<file path="src/rtl/c_row_streamer.sv">
// Streams the rows of result matrix C out of mux_out over a valid/ready handshake.
// sel is prefetched one row ahead of out_data so rows go out back-to-back when not stalled.
module c_row_streamer #(
    parameter int DATAWIDTH = 160,
    parameter int N_SIZE    = 5
) (
    input  logic                        clk,
    input  logic                        rst,
    input  logic                        start,
    input  logic [DATAWIDTH-1:0]        row_in,
    output logic [$clog2(N_SIZE)-1:0]   sel,
    output logic [DATAWIDTH-1:0]        out_data,
    output logic                        out_valid,
    input  logic                        out_ready,
    output logic                        out_last,
    output logic [$clog2(N_SIZE)-1:0]   out_row_idx,
    output logic                        busy,
    output logic                        done
);

    localparam int SEL_W = $clog2(N_SIZE);
    localparam logic [SEL_W-1:0] LAST_SEL = SEL_W'(N_SIZE - 1);

    typedef enum logic [1:0] {
        ST_IDLE,
        ST_SEND,
        ST_DONE
    } state_e;

    state_e               state_q;
    logic [SEL_W-1:0]     sel_q;
    logic [SEL_W-1:0]     sel_d;
    logic [DATAWIDTH-1:0] out_data_q;
    logic                 out_valid_q;
    logic                 out_last_q;
    logic [SEL_W-1:0]     out_row_idx_q;
    logic                 done_q;
    logic                 handshake;

    assign handshake = out_valid_q && out_ready;

    // Saturate at the last row so mux_out never selects past the end of C.
    always_comb begin
        // NOTE: default first, so every path assigns sel_d and no latch is inferred.
        sel_d = sel_q;
        if (sel_q != LAST_SEL) begin
            sel_d = sel_q + SEL_W'(1);
        end
    end

    always_ff @(posedge clk) begin
        // NOTE: non-blocking assignments keep all registers updating from pre-edge values.
        if (rst) begin
            state_q       <= ST_IDLE;
            sel_q         <= '0;
            out_data_q    <= '0;
            out_valid_q   <= 1'b0;
            out_last_q    <= 1'b0;
            out_row_idx_q <= '0;
            done_q        <= 1'b0;
        end else begin
            done_q <= 1'b0;
            case (state_q)
                ST_IDLE: begin
                    if (start) begin
                        out_data_q    <= row_in;
                        out_row_idx_q <= '0;
                        out_valid_q   <= 1'b1;
                        out_last_q    <= 1'b0;
                        sel_q         <= SEL_W'(1);
                        state_q       <= ST_SEND;
                    end
                end
                ST_SEND: begin
                    // Without a handshake every output holds, as the valid/ready rule requires.
                    if (handshake) begin
                        if (out_last_q) begin
                            out_valid_q <= 1'b0;
                            out_last_q  <= 1'b0;
                            done_q      <= 1'b1;
                            state_q     <= ST_DONE;
                        end else begin
                            out_data_q    <= row_in;
                            out_row_idx_q <= sel_q;
                            out_last_q    <= (sel_q == LAST_SEL);
                            sel_q         <= sel_d;
                        end
                    end
                end
                ST_DONE: begin
                    sel_q   <= '0;
                    state_q <= ST_IDLE;
                end
                default: begin
                    state_q <= ST_IDLE;
                end
            endcase
        end
    end

    assign sel         = sel_q;
    assign out_data    = out_data_q;
    assign out_valid   = out_valid_q;
    assign out_last    = out_last_q;
    assign out_row_idx = out_row_idx_q;
    assign busy        = (state_q != ST_IDLE);
    assign done        = done_q;

endmodule
</file>
<file path="config.mk">
export PLATFORM = sky130hd
export DESIGN_NAME = c_row_streamer
export DESIGN_NICKNAME = d
export VERILOG_FILES = /design/src/rtl/c_row_streamer.sv
export SDC_FILE = /design/constraint.sdc
export NUM_CORES = 1
export LEC_CHECK = 0
export BUFFER_PORTS_ARGS = -buffer_cell sky130_fd_sc_hd__buf_2
export CAP_MARGIN = 10
export CORE_MARGIN = 2
export CORE_UTILIZATION = 40
export DETAILED_ROUTE_END_ITERATION = 16
export GPL_TIMING_DRIVEN = 0
export HOLD_SLACK_MARGIN = 0.1
export PLACE_DENSITY = 0.72
export SETUP_SLACK_MARGIN = 0.4
export SYNTH_ARGS = -nofsm -noshare
export SYNTH_HDL_FRONTEND = slang
export SYNTH_SLANG_ARGS = --single-unit
</file>
<file path="constraint.sdc">
create_clock -name clk -period 2 [get_ports clk]
set_clock_uncertainty 0.2 [all_clocks]
set_input_delay 0.2 -clock clk [delete_from_list [all_inputs] [get_ports clk]]
set_output_delay 0.2 -clock clk [all_outputs]
set_load 0.01 [all_outputs]
</file>
Word level (Yosys, flattened, before mapping)
Cells that the tools add are included.
- equal/unequal tests: 9
- add/sub/neg operators: 1
- bitwise operators: 2
- $lt $le $gt $ge: 0
- div/mod/pow operators: 0
- $mul: 0
- mux-type cells: 26
- shift-type cells: 0
- reduce and logical (&&, ||, !) cells: 11
- operators by type and width (operator ; number):
    2-to-1 mux 160 bit ; 3
    case mux 160 bit (2 select lines) ; 1
    2-to-1 mux 3 bit ; 7
    != test 2 bit, second input constant ; 5
    case mux 3 bit (3 select lines) ; 1
    AND reduction 4 bit ; 2
    2-to-1 mux 1 bit ; 7
    2-to-1 mux 2 bit ; 3
    case mux 3 bit (2 select lines) ; 1
    AND reduction 3 bit ; 2
    AND reduction 5 bit ; 1
    case mux 1 bit (2 select lines) ; 2
    case mux 2 bit (2 select lines) ; 1
    nonzero test 2 bit ; 2
    adder 3 x 1 -> 3 bit, second input constant ; 1
    equality test 3 bit, second input constant ; 1
    != test 3 bit, second input constant ; 1
    nonzero test 3 bit ; 1
    OR reduction 3 bit ; 1
    equality test 2 x 1 -> 1 bit, second input constant ; 1
    equality test 2 bit, second input constant ; 1
    logical NOT 2 bit ; 1
    NOT 1 bit ; 2
    logical AND 1 bit ; 1
- logic and storage cells: 56
- memory bits (writable): 0
- memories kept: 0
- memory bits (read-only): 0
- output and inout bits: 170
- latch bits: 0
- register bits: 171

Logic depth before layout (Yosys ltp)
- depth in word-level cells: 5
- depth in mapped cells: 10
- mapped depth without buffers: 6

Worst setup path before layout
OpenSTA, ideal clock, no wires.
- path type: reg-to-reg
- from: register state_q[1]
- to: register sel_q[1], in the netlist sel[1]
- arrival: 1.761 ns
- period minus slack after synthesis: 2.026 ns
- cell stages (with the launch flop): 8
- setup slack: -0.026 ns
- setup time: 0.065 ns
- path buffers: 1
- cells stage by stage: dfxtp_1 > inv_1 > ha_1 > buf_4 > and3_1 > a2111oi_4 > mux2_1 > nor2_1
- word-level cells in the longest chain between the ends: 3
- elaborated cells between the ends (all ways): 10
- RTL lines (what ; line ; text):
    start: declaration ; 30 ; state_e state_q;
    start signal: assignment ; 54 ; state_q <= ST_IDLE;
    start signal: assignment ; 71 ; state_q <= ST_SEND;
    start signal: assignment ; 81 ; state_q <= ST_DONE;
    equality test 2 x 1 -> 1 bit, or another cell as far along ; 63 ; case (state_q)
    != test 2 bit (no line) or nonzero test 3 bit (tied branches) ; -- ;
    AND reduction 5 bit (no line) ; -- ;
    end signal: assignment ; 86 ; sel_q <= sel_d;
    end: declaration ; 31 ; logic [SEL_W-1:0] sel_q;
Parallel ways exist; a longest one is shown, timed or not.
A chain may end at the register's enable or synchronous reset.

Worst setup path in the final report
- from: register state_q[1]
- to: register out_data_q[51], in the netlist out_data[51]
- word-level cells in the longest chain between the ends: 3
- elaborated cells between the ends (all ways): 8
- RTL lines (what ; line ; text):
    equality test 2 x 1 -> 1 bit or logical NOT 2 bit (tied branches) ; 63 ;
    != test 2 bit (no line) or nonzero test 2 bit (tied branches) ; -- ;
    AND reduction 4 bit (no line) ; -- ;
    end signal: assignment ; 66 ; out_data_q <= row_in;
    end signal: assignment ; 83 ; out_data_q <= row_in;
    end: declaration ; 33 ; logic [DATAWIDTH-1:0] out_data_q;
Parallel ways exist; a longest one is shown, timed or not.

==> impl_results.md <==
- Wire length after detailed routing: 23500 um
- Startpoint of the most critical hold path: rst
- Fraction of power consumed by sequential logic: 28.8%
- DRC violations left: 0
- Post-place instance area: 8270 um^2
- Peak per-stage delay on the critical path: 0.36 ns
- Top metal layer carrying routed signals: met4
- Endpoint class of the critical path: register
- Post-synthesis cell area: 6280 um^2
- Pwr/cell area: 1670 nW/um^2
- M1 wire length: 8930 um
- Total leakage power: 5.15 nW
- Path type of the worst setup path: register to register
- Share of the clock period used by the worst path: 102%
- Count of boundary I/O pins: 334
- Global router's overall resource usage: 25.9%
- Yosys Warn Count: 0
- Sequential area share after synthesis: 54.5%
- Most used flip-flop cell after synthesis: sky130_fd_sc_hd__dfxtp_1
- Final nets: 1471
- Number of global-route vias before repair: 6996
- Slew headroom: 49.9%
- Standard-cell row count: 45
- Number of H-tree branching levels: 4
- Count of buffers inserted at the top-level ports: 332
- Part of the power in the clock network: 19.0%
- Number of buffers on the longest clock path: 2
- CP Buf/Inv Count: 4
- Number of synthesized flops with an enable pin: 0
- Setup slack of the critical path after layout: -0.0302 ns
- Ys async rst share: 0%
- Hold/Removal Path Class: input port to register
- Outcome: finished, violations left
- TritonCTS clock tree: done
- Cell-internal power: 0.0110 W
- Max Transition Viols Final: 0
- Total number of vias: 7337
- Most area-hungry cell type in the Yosys netlist: sky130_fd_sc_hd__dfxtp_1
- Routed length on met3: 1660 um
- Worst setup path start: state_q[1]$_SDFFE_PP0P_
- Drt pass-1 iters: 5
- Highest clock frequency the design can meet: 493 MHz
- Number of instances in the synthesized netlist: 768
- Distinct cell type count of the synthesized netlist: 33
- Via-per-instance ratio: 4.81
- Post-synthesis net count: 939
- Antenna Violating Nets Remaining: 0
- Max capacitance violation total: 0
- Worst VDD drop: 0.924 mV
- Commonest cells in the netlist: sky130_fd_sc_hd__nand2_1 (319), sky130_fd_sc_hd__dfxtp_1 (171), sky130_fd_sc_hd__a21oi_1 (155), sky130_fd_sc_hd__buf_2 (20), sky130_fd_sc_hd__clkbuf_1 (18)
- Top-count cell post-synth: sky130_fd_sc_hd__nand2_1
- Total gr overflow: 0
- Filler cell count: 1028
- First-pass GRT wire length: 34000 um
- Max stage delay cell, worst path: sky130_fd_sc_hd__dfxtp_2
- Clock latency on the worst-skew pair: 0.41 ns
- Die extent in x: 129 um
- Launch instance of the worst register-to-register path: state_q[1]$_SDFFE_PP0P_
- Largest net degree at the start of global routing: 17
- Final Hold Vio Count: 0
- Count of clock tree sinks: 171
- Setup repair after global routing missed its margin: true
- Switching share of total power: 40.1%
- GP Congestion: 0.800
- Share of power burned in combinational logic: 52.2%
- Total chip power: 0.0183 W
- Initial detailed-routing violation count: 293
- Post-route cell area: 11000 um^2
- Clock root cell: sky130_fd_sc_hd__clkbuf_16
- Category of cells accounting for the largest share of critical-path delay: buffers and inverters
- Avg Synthesized Cell Area: 8.18 um^2
- Final critical-path required period: 2.03 ns
- Worst slack at placement: -0.237 ns
- DP Wirelength: 13900 um
- WP data required: 2.07 ns
- Net switching power of the design: 0.00733 W
- Core area: 15300 um^2
- Total met2 wirelength after detailed routing: 12000 um
- Critical Path Start Type: register
- Layout overhead on the synthesized area: 75.0%
- Fraction of final layout cells with drive strength greater than 1: 38.1%
- Worst-margin pin slew: 0.751 ns
- Initial antenna violation count: 0
- Effective utilization at floorplan: 41.2%
- Clock transition time at the flip-flop clock pins of the worst setup and hold paths: 0.06 ns
- Fin Setup TNS: -0.333 ns
- Vertical die dimension: 129 um
- Arrival time of the worst setup path: 2.10 ns
- Main area contributors after synthesis: sky130_fd_sc_hd__dfxtp_1 (54%), sky130_fd_sc_hd__nand2_1 (19%), sky130_fd_sc_hd__a21oi_1 (12%), sky130_fd_sc_hd__buf_6 (2.7%), sky130_fd_sc_hd__buf_2 (1.6%)
- Inserted Clock Buffers: 17
- Chain of cells forming the critical path: inv_4 > ha_4 > and2b_2 > a211o_1 > buf_6 > buf_12 > buf_8 > nand2_2 > a21oi_2
- Utilization after layout: 72.1%
- Yosys top cell area share: 54.5%
- Total setup violations reported at the end of the flow: 36
- Drt wl/cell: 15.4 um
- Post-synthesis sequential element count: 171
- Biggest fanout along the worst timing path: 6
- Area of the die: 16700 um^2
- Failing checks: setup timing
==> repair_timing <==
item	in CTS	in global routing
resized for setup	21	76
pin swaps	1	8
hold endpoints to repair	162	0
setup buffers	11	3
gates cloned	2	3
endpoints found under the setup margin	170	170
hold buffers	162	0
==> sequential cells by signal, indices dropped and copies added (netlist names) <==
name / count
state_q: 2
out_row_idx: 3
out_valid: 1
sel: 3
done: 1
out_last: 1
out_data: 160
==> path summary, 6_finish.rpt <==
path	endpoint	cells after the start	slack, ns
setup reg to reg	out_data[51]$_SDFFE_PP0P_	9	-0.03
hold / removal	sel[2]$_SDFFE_PP0P_	3	0.13
hold reg to reg	out_data[100]$_SDFFE_PP0P_	2	0.25
setup / recovery	out_data[51]$_SDFFE_PP0P_	9	-0.03
==> worst min-delay path: stages <==
cell and delay [ns]:
sky130_fd_sc_hd__clkbuf_1 0.24, sky130_fd_sc_hd__nor2b_1 0.17, sky130_fd_sc_hd__o2bb2ai_1 0.11
==> layout by cell type, fill, tap and decap left out, drive strengths merged, types with 2 or more instances in the layout <==
master and n:
bufinv 3, nand2 329, nand3 4, o21ai 2
clkbuf 43, nor3 3, nor2b 3, ha 7
inv 9, clkinvlp 4, a21oi 165, dfxtp 171
buf 384, a211oi 2, nor2 5, mux2 2
mux2i 3, dlygate4sd3 162
==> metrics by stage <==
step	std cells	hold slack, ns
after floorplan	768	0.127
after global placement	1311	0.236
after detailed placement	1311	0.240
after CTS	1517	0.128
after global routing	1523	0.233
final	1524	0.133
==> layout make-up <==
type	count	area, um^2	share of cell area, %
Timing Repair Buffer	513	3490	31.7
Sequential cell	171	3430	31.2
Multi-Input combinational cell	535	2640	24.0
Buffer	57	527	4.79
Clock buffer	19	453	4.12
Tap cell	211	264	2.40
Clock inverter	12	163	1.48
Inverter	5	23.8	0.216
Antenna cell	1	2.50	0.0228
==> logic make-up (layout without fill, tap and decap cells) <==
kind of cell | count (synthesis) | in the layout | share of synthesized area (%)
simple gates | 349 | 349 | 21.8
compound gates | 174 | 174 | 15.2
flops | 171 | 171 | 54.5
buf+inv | 62 | 606 | 6.27
fa+ha+maj | 7 | 7 | 1.39
mux | 5 | 5 | 0.836
other cells | 0 | 1 | 0
==> routing by layer <==
layer	global-route usage [%]	vias to the layer above
met5	0	-
li1	-	3549
met1	28.4	3369
met4	12.3	0
met3	7.06	80
met2	46.3	339
==> power groups by stage <==
| stage | Clock, W | Combinational [W] | Sequential (W) |
|---|---|---|---|
| 2_1_floorplan | 0 | 0.00444 | 0.00580 |
| 3_3_place_gp | 0 | 0.00750 | 0.00523 |
| 3_5_place_dp | 0 | 0.00758 | 0.00527 |
| 4_1_cts | 0.00351 | 0.00837 | 0.00521 |
| 5_1_grt | 0.00366 | 0.0103 | 0.00539 |
| 6_report | 0.00348 | 0.00955 | 0.00528 |
(Power assumes the default switching activity.)
